[config.mk]
export PLATFORM = sky130hd
export DESIGN_NAME = edge_sync_multi
export DESIGN_NICKNAME = d
export VERILOG_FILES = /design/src/rtl/edge_sync_pkg.sv /design/src/rtl/edge_sync_ch.sv /design/src/rtl/edge_sync_multi.sv
export SDC_FILE = /design/constraint.sdc
export NUM_CORES = 1
export LEC_CHECK = 0
export BUFFER_PORTS_ARGS = -buffer_cell sky130_fd_sc_hd__buf_4
export CAP_MARGIN = 20
export CORE_ASPECT_RATIO = 0.9
export CORE_MARGIN = 10
export CORE_UTILIZATION = 40
export CTS_CLUSTER_SIZE = 40
export DETAILED_ROUTE_END_ITERATION = 6
export PLACE_DENSITY = 0.74
export RECOVER_POWER = 25
export SLEW_MARGIN = 0
export SYNTH_ARGS = -nofsm -noshare
export SYNTH_HDL_FRONTEND = slang
export SYNTH_SLANG_ARGS = --single-unit
[constraint.sdc]
create_clock -name clk -period 1.5 [get_ports clk]
set_input_delay 0.15 -clock clk [delete_from_list [all_inputs] [get_ports clk]]
set_output_delay 0.15 -clock clk [all_outputs]
set_load 0.01 [all_outputs]
[src/rtl/edge_sync_pkg.sv]
// Shared definitions for the multi-channel edge synchroniser.
package edge_sync_pkg;

    // Per-channel edge_mode encoding
    localparam logic [1:0] EDGE_OFF  = 2'b00;
    localparam logic [1:0] EDGE_RISE = 2'b01;
    localparam logic [1:0] EDGE_FALL = 2'b10;
    localparam logic [1:0] EDGE_BOTH = 2'b11;

    // Debounce counter width; at least one bit so the declaration stays legal for n <= 1
    function automatic int unsigned deb_cnt_width(input int unsigned n);
        return (n <= 1) ? 1 : $clog2(n + 1);
    endfunction

endpackage

[src/rtl/edge_sync_ch.sv]
// One channel: synchroniser chain, optional debounce, edge detect and sticky flags.
module edge_sync_ch
    import edge_sync_pkg::*;
#(
    parameter int unsigned SYNC_STAGES  = 2,
    parameter int unsigned DEBOUNCE_CYC = 0
) (
    input  logic       clk,
    input  logic       rst,
    input  logic       din,
    input  logic [1:0] edge_mode,
    input  logic       evt_clr,
    output logic       level_sync,
    output logic       pulse,
    output logic       evt_pend,
    output logic       evt_ovf
);

    logic [SYNC_STAGES-1:0] sync_q;
    logic                   sync_out;
    logic                   lvl_q;
    logic                   lvl_prev_q;
    logic                   pulse_q;
    logic                   pend_q;
    logic                   ovf_q;
    logic                   detect;

    // Shift the asynchronous input through the synchroniser chain
    always_ff @(posedge clk) begin
        if (rst) begin
            sync_q <= '0;
        end else begin
            sync_q <= {sync_q[SYNC_STAGES-2:0], din};
        end
    end

    assign sync_out = sync_q[SYNC_STAGES-1];

    if (DEBOUNCE_CYC <= 1) begin : g_nofilt
        // Filtered level simply follows the synchroniser output
        always_ff @(posedge clk) begin
            if (rst) begin
                lvl_q <= 1'b0;
            end else begin
                lvl_q <= sync_out;
            end
        end
    end else begin : g_filt
        localparam int unsigned   CntW    = deb_cnt_width(DEBOUNCE_CYC);
        localparam logic [CntW-1:0] CntLast = CntW'(DEBOUNCE_CYC - 1);

        logic [CntW-1:0] cnt_q;

        // Count consecutive disagreeing cycles; toggle the level on the Nth one
        always_ff @(posedge clk) begin
            if (rst) begin
                cnt_q <= '0;
                lvl_q <= 1'b0;
            end else if (sync_out != lvl_q) begin
                if (cnt_q == CntLast) begin
                    cnt_q <= '0;
                    lvl_q <= ~lvl_q;
                end else begin
                    cnt_q <= cnt_q + CntW'(1);
                end
            end else begin
                cnt_q <= '0;
            end
        end
    end

    // Select the detect condition from the current mode; off suppresses everything
    always_comb begin
        detect = 1'b0;
        unique case (edge_mode)
            EDGE_OFF:  detect = 1'b0;
            EDGE_RISE: detect = lvl_q & ~lvl_prev_q;
            EDGE_FALL: detect = ~lvl_q & lvl_prev_q;
            EDGE_BOTH: detect = lvl_q ^ lvl_prev_q;
        endcase
    end

    // Register the pulse and update sticky flags; a same-cycle detect beats a clear
    always_ff @(posedge clk) begin
        if (rst) begin
            lvl_prev_q <= 1'b0;
            pulse_q    <= 1'b0;
            pend_q     <= 1'b0;
            ovf_q      <= 1'b0;
        end else begin
            lvl_prev_q <= lvl_q;
            pulse_q    <= detect;
            if (detect) begin
                pend_q <= 1'b1;
                if (evt_clr) begin
                    ovf_q <= 1'b0;
                end else if (pend_q) begin
                    ovf_q <= 1'b1;
                end
            end else if (evt_clr) begin
                pend_q <= 1'b0;
                ovf_q  <= 1'b0;
            end
        end
    end

    assign level_sync = lvl_q;
    assign pulse      = pulse_q;
    assign evt_pend   = pend_q;
    assign evt_ovf    = ovf_q;

endmodule

[src/rtl/edge_sync_multi.sv]
// Multi-channel edge synchroniser: NUM_CH independent channels plus an OR'd interrupt.
module edge_sync_multi
    import edge_sync_pkg::*;
#(
    parameter int unsigned NUM_CH       = 4,
    parameter int unsigned SYNC_STAGES  = 2,
    parameter int unsigned DEBOUNCE_CYC = 0
) (
    input  logic                clk,
    input  logic                rst,
    input  logic [NUM_CH-1:0]   din,
    input  logic [2*NUM_CH-1:0] edge_mode,
    input  logic [NUM_CH-1:0]   evt_clr,
    output logic [NUM_CH-1:0]   level_sync,
    output logic [NUM_CH-1:0]   pulse,
    output logic [NUM_CH-1:0]   evt_pend,
    output logic [NUM_CH-1:0]   evt_ovf,
    output logic                irq
);

    for (genvar i = 0; i < NUM_CH; i++) begin : g_ch
        edge_sync_ch #(
            .SYNC_STAGES  (SYNC_STAGES),
            .DEBOUNCE_CYC (DEBOUNCE_CYC)
        ) u_ch (
            .clk        (clk),
            .rst        (rst),
            .din        (din[i]),
            .edge_mode  (edge_mode[2*i+1:2*i]),
            .evt_clr    (evt_clr[i]),
            .level_sync (level_sync[i]),
            .pulse      (pulse[i]),
            .evt_pend   (evt_pend[i]),
            .evt_ovf    (evt_ovf[i])
        );
    end

    // Interrupt straight from the pending registers
    assign irq = |evt_pend;

endmodule

==> results_dict.tcl <==
set metrics [dict create \
    vias_per_cell 4.60 \
    worstPathRequired_ps 1350 \
    syn-num-nets 150 \
    grt_use_total_pct 8.02 \
    critPathLaunchType "flip-flop" \
    syn_area_per_cell_um2 9.81 \
    rows 18 \
    finalHoldViolCount 0 \
    drc 0 \
    wirelength_um 2250 \
    vias 870 \
    multi_input_area_um2 479 \
    r2r_end "g_ch[1].u_ch.evt_pend$_SDFFE_PP0P_" \
    finalNonFillerCells 189 \
    ff_latch_area_um2 564 \
    syn_to_final_growth_pct 22.1 \
    total_power_uw 1260 \
    maxSlewHeadroom_pct 18.6 \
    tightest_slew_ps 1220 \
    layout_common_cells "buf_4 (34), dfxtp_1 (25), nor2b_1 (15)" \
    ys_seq_area_share_pct 46.1 \
    fin_nets 176 \
    gp_congestion 0.670 \
    hp-class "in -> reg" \
    fp.dieH_um 72.3 \
    min_to "g_ch[3].u_ch.sync_q[0]$_SDFF_PP0_" \
    drive_gt1_share_pct 31.5 \
    min_period_ps 1480 \
    drt_first_iter_violations 44 \
    setup_slack_ps 23.5 \
    tns_ps 0 \
    start_util_pct 42.9 \
    p_leak_uw 0.000635 \
    drtAntennaViolNets 0 \
    endpoint_kind "output port" \
    arrival_ps 1330 \
    core-area_um2 2840 \
    maxCapViolCount 0 \
    synth_area_leaders "dfxtp_1 (46%), buf_4 (9.9%), ha_1 (8.2%)" \
    ioPinCount 35 \
    final_common_cell "buf_4" \
    powerDensity_nw_per_um2 847 \
    yosys_register_bits 28 \
    timing.fmax_mhz 677 \
    grt_max_degree 29 \
    die_area_um2 5650 \
    utilization_pct 52.3 \
    htreeDepth 1 \
    clock-root-buffer "clkbuf_4" \
    rsz0062_at_grt "true" \
    synth_warnings 0 \
    port_buffers 34 \
    clock_path_buffers 2 \
    syn_area_um2 1220 \
    antenna_found_initial 0 \
    min_path_cells 2 \
    n_antenna_cell 0 \
    hpwl_um 1740 \
    crit_fanout 2 \
    cts_tree "done" \
    r2r_setup_slack_ps 210 \
    path_class "reg -> out" \
    grt_first_pass_wirelength_um 3840 \
    dp.cells 179 \
    cts_made_buffers 3 \
    synthCells 124 \
    clk_latency_ps 310 \
    maxSlewViolCount 0 \
    grt_overflow 0 \
    setup_viol 0 \
    clkSinkCount 28 \
    fp.dieW_um 78.1 \
    clock-skew-final_ps 1.29 \
    grt_pass1_vias 898 \
    min-delay-start "din[3]" \
    r2r_cells 5 \
    fillers 295 \
    ir_drop_uv 662 \
    reg2reg_from "g_ch[1].u_ch.level_sync$_SDFF_PP0_" \
    wl_per_cell_um 11.9 \
    clk_pin_slew_ps 140 \
    synth_top_area_share_pct 46.1 \
    status "finished, final reports clean" \
    synth_cell_types 21 \
    pre_cts_ws_ps 263 \
    dr.pass1.iters 4 \
    period_share_pct 98.4 \
    synth_top_area_cell "dfxtp_1" \
]
## critical path: stages, from the launching register on
cell	delay, ps
dfxtp_2	350
or4_4	530
buf_6	140
## synthesized netlist by cell type (all sizes together)
cell type	n
a211oi	4
a21oi	4
a31oi	4
a41oi	4
and2b	3
and3b	1
buf	19
dfxtp	28
ha	8
inv	12
nand2	1
nand2b	4
nand3	3
nand4	1
nor2	5
nor2b	15
o211ai	3
o21ai	3
or2	1
or4	1
## repair_timing
item,CTS,global route
pin swaps,0,1
hold endpoints to repair,4,0
resized for setup,5,0
setup endpoints to repair,1,1
setup buffers,2,0
hold buffers,4,0
cloned,0,0
## power breakdown
group | internal (uW) | switching, uW
logic | 76.2 | 57.3
registers | 765 | 9.07
clock network | 148 | 202
total | 989 | 268
## cell type report
cell class	instances	area share, %
Clock buffer	4	2.44
Inverter	12	3.03
Multi-Input combinational cell	65	32.3
Sequential cell	28	38.0
Tap cell	40	3.37
Timing Repair Buffer	40	20.9
## routing by layer
layer	GRT usage, %	vias up	wire (um)
met3	4.31	2	208
met5	0	-	0
met1	8.82	391	995
met4	1.19	0	13
li1	-	447	-
met2	13.7	30	1030
## metrics by stage
stage / hold WS [ps] / area (um2)
floorplan: 223 / 1220
global placement: 325 / 1390
detailed placement: 329 / 1390
CTS: 22.4 / 1490
global route: 3.32 / 1490
finish: 33.9 / 1490
## flip-flops by register name, summed over array words and instances, names as in the netlist
name	flops
g_ch.u_ch.evt_pend	4
g_ch.u_ch.sync_q	8
g_ch.u_ch.lvl_prev_q	4
g_ch.u_ch.level_sync	4
g_ch.u_ch.evt_ovf	4
g_ch.u_ch.pulse	4
## cell families (layout without fill, tap and decap cells)
family | after synthesis | count (layout) | share of synthesized area (%)
fa+ha+maj | 8 | 8 | 8.23
compound gates | 22 | 22 | 13.8
flops | 28 | 28 | 46.1
buf+inv | 31 | 56 | 14.8
simple gates | 35 | 35 | 17.1
## how the worst max path moves through the flow
stage                                             from                            endpoint  slack [ps]  cells past startpoint
finish              g_ch[1].u_ch.evt_pend$_SDFFE_PP0P_                                 irq          20                      2
global route        g_ch[1].u_ch.evt_pend$_SDFFE_PP0P_                                 irq         -30                      2
CTS                 g_ch[0].u_ch.evt_pend$_SDFFE_PP0P_                                 irq           3                      2
detailed placement  g_ch[2].u_ch.lvl_prev_q$_SDFF_PP0_   g_ch[2].u_ch.evt_ovf$_SDFFE_PP0P_         260                      5
global placement    g_ch[1].u_ch.level_sync$_SDFF_PP0_  g_ch[1].u_ch.evt_pend$_SDFFE_PP0P_         300                      5
floorplan           g_ch[0].u_ch.lvl_prev_q$_SDFF_PP0_   g_ch[0].u_ch.evt_ovf$_SDFFE_PP0P_         330                      5
(Power assumes the default switching activity.)
